`config.mk`:
```
export PLATFORM = sky130hd
export DESIGN_NAME = xadc_drp_sequencer_flat
export DESIGN_NICKNAME = d
export VERILOG_FILES = /design/src/rtl/xadc_drp_sequencer_if.sv /design/src/rtl/xadc_drp_sequencer.sv /design/src/flat_wrapper.sv
export SDC_FILE = /design/constraint.sdc
export NUM_CORES = 1
export LEC_CHECK = 0
export CAP_MARGIN = 0
export CORE_UTILIZATION = 53
export CTS_BUF_LIST = sky130_fd_sc_hd__clkbuf_8 sky130_fd_sc_hd__clkbuf_16
export DETAILED_ROUTE_END_ITERATION = 10
export PLACE_DENSITY = 0.95
export SYNTH_ARGS = -nofsm -noshare
export SYNTH_HDL_FRONTEND = slang
export SYNTH_SLANG_ARGS = --single-unit
```
`constraint.sdc`:
```
create_clock -name clk -period 3.9 [get_ports clk]
set_input_delay 0.585 -clock clk [delete_from_list [all_inputs] [get_ports clk]]
set_output_delay 0.585 -clock clk [all_outputs]
set_load 0.01 [all_outputs]
```
`src/rtl/xadc_drp_sequencer_if.sv`:
```
// XADC DRP read-sequencer bundle: DRP port, trigger/control inputs and
// the per-channel sample outputs consumed downstream.
interface xadc_drp_sequencer_if;
  logic        eoc;
  logic [3:0]  ch_mask;
  logic        err_clr;
  logic        den;
  logic        dwe;
  logic [6:0]  daddr;
  logic        drdy;
  logic [15:0] do_in;
  logic        smp_valid;
  logic [1:0]  smp_ch;
  logic [11:0] smp_data;
  logic [31:0] ch_data;
  logic        err;

  modport master (
    input  eoc, ch_mask, err_clr, drdy, do_in,
    output den, dwe, daddr, smp_valid, smp_ch, smp_data, ch_data, err
  );

  modport slave (
    output eoc, ch_mask, err_clr, drdy, do_in,
    input  den, dwe, daddr, smp_valid, smp_ch, smp_data, ch_data, err
  );
endinterface

```
`src/rtl/xadc_drp_sequencer.sv`:
```
// Round-robin DRP read sequencer: one read per end-of-conversion to the next
// enabled aux channel, with timeout protection and per-channel byte capture.
module xadc_drp_sequencer #(
  parameter logic [6:0] ADDR0   = 7'h1E,
  parameter logic [6:0] ADDR1   = 7'h17,
  parameter logic [6:0] ADDR2   = 7'h1F,
  parameter logic [6:0] ADDR3   = 7'h16,
  parameter int         TIMEOUT = 64
) (
  input logic                  clk,
  input logic                  rst,
  xadc_drp_sequencer_if.master bus
);

  // state | meaning
  // IDLE  | waiting for eoc with at least one channel enabled
  // ISSUE | den pulse for the selected channel, wait counter cleared
  // WAIT  | daddr held, waiting for drdy or the timeout
  typedef enum logic [1:0] {
    IDLE  = 2'd0,
    ISSUE = 2'd1,
    WAIT  = 2'd2
  } state_t;

  localparam logic [7:0] CNT_LAST = 8'(TIMEOUT - 1);

  state_t      state, state_nxt;
  logic [1:0]  cur, cur_nxt;
  logic [6:0]  daddr_q, daddr_nxt;
  logic        den_q, den_nxt;
  logic [7:0]  cnt, cnt_nxt;
  logic        smp_valid_q, smp_valid_nxt;
  logic [1:0]  smp_ch_q, smp_ch_nxt;
  logic [11:0] smp_data_q, smp_data_nxt;
  logic [31:0] ch_data_q, ch_data_nxt;
  logic        err_q, err_nxt;
  logic        done;
  logic        timeout;
  logic [1:0]  sel;
  logic [4:0]  byte_lsb;

  // First enabled channel at or after start, wrapping 3->0; dflt when none.
  function automatic logic [1:0] first_from(input logic [1:0] start,
                                            input logic [3:0] mask,
                                            input logic [1:0] dflt);
    logic [7:0] dbl;
    logic [3:0] rot;
    logic [1:0] r;
    dbl = {mask, mask} >> start;
    rot = dbl[3:0];
    r   = dflt;
    for (int i = 3; i >= 0; i--) begin
      if (rot[i]) r = start + 2'(i);
    end
    return r;
  endfunction

  function automatic logic [6:0] addr_of(input logic [1:0] ch);
    logic [6:0] a;
    case (ch)
      2'd0:    a = ADDR0;
      2'd1:    a = ADDR1;
      2'd2:    a = ADDR2;
      default: a = ADDR3;
    endcase
    return a;
  endfunction

  always_ff @(posedge clk or posedge rst) begin
    if (rst) begin
      state       <= IDLE;
      cur         <= 2'd0;
      daddr_q     <= ADDR0;
      den_q       <= 1'b0;
      cnt         <= 8'd0;
      smp_valid_q <= 1'b0;
      smp_ch_q    <= 2'd0;
      smp_data_q  <= 12'd0;
      ch_data_q   <= 32'd0;
      err_q       <= 1'b0;
    end else begin
      state       <= state_nxt;
      cur         <= cur_nxt;
      daddr_q     <= daddr_nxt;
      den_q       <= den_nxt;
      cnt         <= cnt_nxt;
      smp_valid_q <= smp_valid_nxt;
      smp_ch_q    <= smp_ch_nxt;
      smp_data_q  <= smp_data_nxt;
      ch_data_q   <= ch_data_nxt;
      err_q       <= err_nxt;
    end
  end

  always_comb begin
    state_nxt     = state;
    cur_nxt       = cur;
    daddr_nxt     = daddr_q;
    den_nxt       = 1'b0;
    cnt_nxt       = cnt;
    smp_valid_nxt = 1'b0;
    smp_ch_nxt    = smp_ch_q;
    smp_data_nxt  = smp_data_q;
    ch_data_nxt   = ch_data_q;
    err_nxt       = err_q;
    done          = 1'b0;
    timeout       = 1'b0;
    sel           = cur;
    byte_lsb      = {cur, 3'b000};

    case (state)
      IDLE: begin
        if (bus.eoc && (bus.ch_mask != 4'd0)) begin
          sel       = first_from(cur, bus.ch_mask, cur);
          cur_nxt   = sel;
          daddr_nxt = addr_of(sel);
          den_nxt   = 1'b1;
          state_nxt = ISSUE;
        end
      end
      ISSUE: begin
        cnt_nxt   = 8'd0;
        state_nxt = WAIT;
      end
      WAIT: begin
        if (bus.drdy) begin
          smp_valid_nxt                = 1'b1;
          smp_ch_nxt                   = cur;
          smp_data_nxt                 = bus.do_in[15:4];
          ch_data_nxt[byte_lsb +: 8]   = bus.do_in[15:8];
          done                         = 1'b1;
        end else begin
          cnt_nxt = cnt + 8'd1;
          if (cnt_nxt == CNT_LAST) begin
            timeout = 1'b1;
            done    = 1'b1;
          end
        end
      end
      default: state_nxt = IDLE;
    endcase

    // Either exit from WAIT moves the pointer past the channel just read.
    if (done) begin
      cur_nxt   = first_from(cur + 2'd1, bus.ch_mask, cur);
      state_nxt = IDLE;
    end

    if (timeout)          err_nxt = 1'b1;
    else if (bus.err_clr) err_nxt = 1'b0;
  end

  assign bus.den       = den_q;
  assign bus.dwe       = 1'b0;
  assign bus.daddr     = daddr_q;
  assign bus.smp_valid = smp_valid_q;
  assign bus.smp_ch    = smp_ch_q;
  assign bus.smp_data  = smp_data_q;
  assign bus.ch_data   = ch_data_q;
  assign bus.err       = err_q;

endmodule
```
`src/flat_wrapper.sv`:
```
// flat-port wrapper written by rule: the top's interface ports become plain ports
module xadc_drp_sequencer_flat 
#(
  parameter logic [6:0] ADDR0   = 7'h1E,
  parameter logic [6:0] ADDR1   = 7'h17,
  parameter logic [6:0] ADDR2   = 7'h1F,
  parameter logic [6:0] ADDR3   = 7'h16,
  parameter int         TIMEOUT = 64
)
  (clk, rst, bus_eoc, bus_ch_mask, bus_err_clr, bus_drdy, bus_do_in, bus_den, bus_dwe, bus_daddr, bus_smp_valid, bus_smp_ch, bus_smp_data, bus_ch_data, bus_err);
  xadc_drp_sequencer_if bus_i ();
  input logic clk;
  input logic rst;
  input wire logic [$bits(bus_i.eoc)-1:0] bus_eoc;
  input wire logic [$bits(bus_i.ch_mask)-1:0] bus_ch_mask;
  input wire logic [$bits(bus_i.err_clr)-1:0] bus_err_clr;
  input wire logic [$bits(bus_i.drdy)-1:0] bus_drdy;
  input wire logic [$bits(bus_i.do_in)-1:0] bus_do_in;
  output wire logic [$bits(bus_i.den)-1:0] bus_den;
  output wire logic [$bits(bus_i.dwe)-1:0] bus_dwe;
  output wire logic [$bits(bus_i.daddr)-1:0] bus_daddr;
  output wire logic [$bits(bus_i.smp_valid)-1:0] bus_smp_valid;
  output wire logic [$bits(bus_i.smp_ch)-1:0] bus_smp_ch;
  output wire logic [$bits(bus_i.smp_data)-1:0] bus_smp_data;
  output wire logic [$bits(bus_i.ch_data)-1:0] bus_ch_data;
  output wire logic [$bits(bus_i.err)-1:0] bus_err;
  assign bus_i.eoc = bus_eoc;
  assign bus_i.ch_mask = bus_ch_mask;
  assign bus_i.err_clr = bus_err_clr;
  assign bus_i.drdy = bus_drdy;
  assign bus_i.do_in = bus_do_in;
  assign bus_den = bus_i.den;
  assign bus_dwe = bus_i.dwe;
  assign bus_daddr = bus_i.daddr;
  assign bus_smp_valid = bus_i.smp_valid;
  assign bus_smp_ch = bus_i.smp_ch;
  assign bus_smp_data = bus_i.smp_data;
  assign bus_ch_data = bus_i.ch_data;
  assign bus_err = bus_i.err;
  xadc_drp_sequencer #(.ADDR0(ADDR0), .ADDR1(ADDR1), .ADDR2(ADDR2), .ADDR3(ADDR3), .TIMEOUT(TIMEOUT)) u_core (.clk(clk), .rst(rst), .bus(bus_i));
endmodule
```
## After elaboration in Yosys (flattened, before gate mapping)

Cells that the tools add are included.

| cells by class | value |
|---|---|
| reduce and logical (&&, ||, !) cells | 13 |
| muxes and demuxes | 31 |
| $add $sub $neg | 8 |
| shifts and indexed selects | 4 |
| multipliers | 0 |
| $lt $le $gt $ge | 0 |
| bitwise operators | 0 |
| equality and inequality tests | 9 |
| div/mod/pow operators | 0 |

Operators with widths:

| operator | count |
|---|---|
| bitwise mux 32 bit | 1 |
| variable shift 8 x 7 -> 32 bit, first input constant | 1 |
| variable part select 8 x 7 -> 32 bit | 1 |
| 2-to-1 mux 2 bit | 15 |
| case mux 8 bit (2 select lines) | 1 |
| >> shifter 8 x 2 -> 4 bit | 2 |
| case mux 4 bit (3 select lines) | 1 |
| 2-to-1 mux 1 bit | 11 |
| adder 2 bit, second input constant | 4 |
| adder 8 x 1 -> 8 bit, second input constant | 1 |
| equality test 8 x 6 -> 1 bit, second input constant | 1 |
| 2-to-1 mux 8 bit | 1 |
| AND reduction 2 bit | 4 |
| nonzero test 2 bit | 4 |
| negator 5 -> 7 bit | 1 |
| case mux 2 bit (3 select lines) | 1 |
| inequality test 5 bit, second input constant | 1 |
| adder 2 x 1 -> 2 bit, second input constant | 2 |
| equality test 2 x 1 -> 1 bit, second input constant | 2 |
| equality test 2 bit, second input constant | 2 |
| zero test 2 bit | 2 |
| nonzero test 4 bit | 1 |
| inequality test 3 x 1 -> 1 bit, second input constant | 1 |
| AND reduction 3 bit | 1 |
| 3 further kinds | 3 |

| storage, ports and cells | value |
|---|---|
| input bits | 25 |
| flip-flop bits (word level) | 68 |
| bits in writable memories | 0 |
| output and inout port bits | 57 |
| memory bits (read-only) | 0 |
| memories | 0 |
| bits in latches | 0 |

## Longest topological paths before layout

| logic depth | value |
|---|---|
| depth in word-level cells | 10 |
| gate-level depth with buffers | 11 |
| depth with buffers taken out | 8 |

## Worst setup path before layout

No wires, ideal clock.

| path | value |
|---|---|
| path kind | register to register |
| start | register u_core.cur[0] |
| end | register u_core.daddr_q[0], in the netlist u_core.bus.daddr[0] |
| clock period less this slack | 2,222 ps |
| slack | 1,678 ps |
| cell stages (with the launch flop) | 11 |
| arrival | 2,145 ps |
| path buffers | 3 |
| path through | dfrtp_1 -> buf_6 -> buf_2 -> inv_2 -> ha_1 -> clkbuf_1 -> nor2_1 -> a2111oi_2 -> o21ai_2 -> xor2_1 -> a21oi_1 |

| between the ends | value |
|---|---|
| longest elaborated chain between the ends | 9 |

Ends and longest elaborated chain:

| what | RTL line | text |
|---|---|---|
| from (decl) | xadc_drp_sequencer.sv:28 | `logic [1:0] cur, cur_nxt;` |
| from (signal assigned) | xadc_drp_sequencer.sv:83 | `cur <= cur_nxt;` |
| adder 2 bit or >> shifter 8 x 2 -> 4 bit (tied branches) | xadc_drp_sequencer.sv:53, xadc_drp_sequencer.sv:49 |  |
| 2-to-1 mux 2 bit (3 in series) | xadc_drp_sequencer.sv:53 | `if (rot[i]) r = start + 2'(i);` |
| 2-to-1 mux 2 bit * | xadc_drp_sequencer.sv:53 |  |
| 2-to-1 mux 2 bit * | xadc_drp_sequencer.sv:113 | `if (bus.eoc && (bus.ch_mask != 4'd0)) begin` |
| 2-to-1 mux 2 bit * | xadc_drp_sequencer.sv:111 | `case (state)` |
| equality test 2 bit, or another cell as far along | xadc_drp_sequencer.sv:60 | `case (ch)` |
| case mux 4 bit (3 select lines) * | xadc_drp_sequencer.sv:60 |  |
| to (signal assigned) | xadc_drp_sequencer.sv:84 | `daddr_q <= daddr_nxt;` |
| to (decl) | xadc_drp_sequencer.sv:29 | `logic [6:0] daddr_q, daddr_nxt;` |

Mark *: on every way between the ends. The rest lies on a longest branch, timed or not. The select of a mux whose other input is x is not followed.
A chain may end at the register's enable or synchronous reset.

## Final worst setup path

Ends and elaborated chain as after synthesis.

==> results.tsv <==
metric	value	unit
last weighted congestion value of the routability-driven placer	0.827	
H-tree depth reported by CTS	3	
post-route antenna net violation count	0	
number of global-route vias before repair	2623	
wire length of the first global-routing pass	12.4	mm
number of antenna repair diodes	0	
pin count of the biggest net entering global routing	33	
hold-fix buffers at CTS	0	
number of synthesis warnings	0	
Post-synth EDFFs	0	
GRT Overall Usage	0.261	
post-CTS repair timing setup buffer count	0	
worst hold margin	0.474	ns
count of buffers inserted at the top-level ports	71	
number of search-and-repair iterations in the first detailed-routing pass	7	
number of buffers created by CTS	9	
Critical Path Start Type	register	
multi-input gate area in the final layout	1410	um^2
Root Buffer	sky130_fd_sc_hd__clkbuf_8	
number of clock sinks	63	
Starting Density	0.562	
LEAKAGE	0.00176	uW
DRC violation count after routing	0	
layout net count	440	
die area	6250	um^2
TritonCTS clock tree	done	
start point of the worst hold path	u_core.bus.smp_data[0]	
min Tclk post-route	2.76	ns
r2r setup slk	1.14	ns
end of the worst hold path	u_core.bus.smp_data[0]	
# setup viols final	0	
hold violation count in the final report	0	
class of the tightest hold or removal check	reg -> reg	
total power	2940	uW
placement row count	27	
clock skew	0.00750	ns
setup_tns	0	ns
number of vias per cell	5.70	
number of cells on the worst reg-to-reg path	8	
status	completed	
highest clock rate	0.362	GHz
cts repair resizes	0	
sequential share of the synthesized area	0.501	
Clk Latency, worst-skew pair	0.34	ns
relative slew slack	0.555	
endpoint of the worst-slack reg-to-reg timing path	u_core.bus.daddr[0]	
setup repair after global routing missed its margin	no	
clock-pin transition on the worst setup and hold timing paths	0.07	ns
Boundary Pins	82	
post-synthesis cell count	342	
ratio of final minimum period to clock period	0.708	
proportion of synthesized flip-flops having asynchronous set or reset	1.00	
Initial DRC Count	209	
Placed Instance Area	3850	um^2
# Max-Cap Violations	0	
storage element area	1580	um^2
HPWL after detailed placement	5.38	mm
deepest clock path buffer count	2	
critical path arrival	3.02	ns
core region area	5610	um^2
Tightest Pin Transition	0.668	ns
Via Count	2757	
Worst Setup Path Type	reg -> reg	
final max-slew violation count	0	
design area	4080	um^2
number of fill cells in the layout	392	
data required time at the worst endpoint	4.16	ns
area grow syn2layout	29.7	%
peak supply drop	0.435	mV
Critical Path End Type	register	
launch point of the worst reg-to-reg path	u_core.cur[0]	
aggregate global routing overflow	0	
maximum net fanout on the critical path	16	
share of layout cells above drive strength 1	0.0825	
post-synthesis area per instance	9.21	um^2
Seq cells post-synth	63	
Post-synth top flop	sky130_fd_sc_hd__dfrtp_1	
height of the chip	79.1	um
routed len/inst	15.6	um
number of antenna violations at the first check in global routing	0	
WHS Path Cells	2	
Cell Area, Synth	3150	um^2
final wirelength	7.55	mm
power per cell area	720	nW/um^2
count of distinct cell types in the synthesized netlist	51	
horizontal die dimension	79.1	um
==> cells by family (layout without fill, tap and decap cells) <==
family	Yosys count	after routing	share of synthesized area
simple gates	153	153	0.219
compound gates	75	75	0.168
flops	63	63	0.501
buf+inv	35	101	0.0556
fa+ha+maj	7	7	0.0278
mux	4	4	0.0171
xor+xnor	3	3	0.00834
other cells	2	6	0.00238
==> worst max-delay path: stages, from the launching register on <==
cell                        delay [ns]
sky130_fd_sc_hd__dfrtp_1          0.73
sky130_fd_sc_hd__inv_2            0.22
sky130_fd_sc_hd__ha_1             0.58
sky130_fd_sc_hd__mux4_2           0.26
sky130_fd_sc_hd__nor2_1           0.05
sky130_fd_sc_hd__a2111oi_2        0.40
sky130_fd_sc_hd__o21ai_2          0.13
sky130_fd_sc_hd__xor2_1           0.17
sky130_fd_sc_hd__a21oi_1          0.15
==> stage by stage <==
step,util,setup WS (ns),cells
3_5_place_dp,0.687,1.17,469
4_1_cts,0.728,1.14,484
2_1_floorplan,-,1.68,346
3_3_place_gp,0.687,1.26,469
6_report,0.728,1.14,484
5_1_grt,0.728,0.887,484
==> layer usage <==
metal	routed length [um]	GRT usage	up-vias	share of wire
met3	501	0.0575	22	0.066
met1	3070	0.309	1310	0.41
met2	3780	0.444	121	0.50
met4	198	0.135	0	0.026
met5	0	0	-	0
li1	-	-	1304	-
==> worst max-delay path by stage <==
stage	startpoint	slack (ns)	to	cells past startpoint
finish	u_core.cur[0]	1.14	u_core.bus.daddr[0]	8
global route	u_core.cur[0]	0.89	u_core.bus.daddr[0]	8
CTS	u_core.cur[0]	1.14	u_core.bus.daddr[0]	8
detailed placement	u_core.cur[0]	1.17	u_core.bus.daddr[0]	8
global placement	u_core.cur[0]	1.26	u_core.bus.daddr[0]	8
floorplan	u_core.cur[0]	1.68	u_core.bus.daddr[0]	10
==> registers in the layout (all words and copies together), names as in the netlist <==
register,count
u_core.bus.ch_data,32
u_core.bus.daddr,2
u_core.bus.den,1
u_core.bus.err,1
u_core.bus.smp_ch,2
u_core.bus.smp_data,12
u_core.bus.smp_valid,1
u_core.cnt,8
u_core.cur,2
u_core.state,2
==> power by group <==
part	internal, uW	total [uW]	switching, uW
Sequential	877	1070	198
Clock	408	649	241
Combinational	583	1220	633
==> synth_stat cells (3+ instances only) <==
library cell | number | area (um^2)
sky130_fd_sc_hd__buf_2 | 5 | 25.0
sky130_fd_sc_hd__nor4_1 | 3 | 18.8
sky130_fd_sc_hd__nand2b_1 | 11 | 68.8
sky130_fd_sc_hd__o21ai_0 | 19 | 95.1
sky130_fd_sc_hd__nor2_1 | 10 | 37.5
sky130_fd_sc_hd__o31ai_1 | 25 | 188
sky130_fd_sc_hd__inv_1 | 11 | 41.3
sky130_fd_sc_hd__a21oi_1 | 9 | 45.0
sky130_fd_sc_hd__nor3_1 | 7 | 35.0
sky130_fd_sc_hd__nand2_1 | 105 | 394
sky130_fd_sc_hd__ha_1 | 7 | 87.6
sky130_fd_sc_hd__buf_4 | 6 | 45.0
sky130_fd_sc_hd__o211ai_1 | 4 | 30.0
sky130_fd_sc_hd__clkbuf_1 | 8 | 30.0
sky130_fd_sc_hd__nand3_1 | 3 | 15.0
sky130_fd_sc_hd__a32o_1 | 3 | 30.0
sky130_fd_sc_hd__dfrtp_1 | 62 | 1550
==> placed cells by master (no fill, tap or decap), types with 6 or more instances in the layout <==
cell type,count
sky130_fd_sc_hd__conb_1,6
sky130_fd_sc_hd__a21oi_1,9
sky130_fd_sc_hd__nor3_1,7
sky130_fd_sc_hd__nand2b_1,11
sky130_fd_sc_hd__inv_1,10
sky130_fd_sc_hd__o31ai_1,25
sky130_fd_sc_hd__clkdlybuf4s50_1,71
sky130_fd_sc_hd__dfrtp_1,62
sky130_fd_sc_hd__o21ai_0,19
sky130_fd_sc_hd__nor2_1,10
sky130_fd_sc_hd__ha_1,7
sky130_fd_sc_hd__nand2_1,105
sky130_fd_sc_hd__clkbuf_8,12
==> final cells by class <==
| class | instances | share of cell area |
|---|---|---|
| repair buffers | 73 | 0.178 |
| multi-input cells | 248 | 0.346 |
| clock inverters | 3 | 0.0159 |
| inverters | 13 | 0.0119 |
| flip-flops and latches | 63 | 0.386 |
| clock buffers | 12 | 0.0404 |
| well taps | 72 | 0.0221 |
Power figures use the tool's default switching activity.
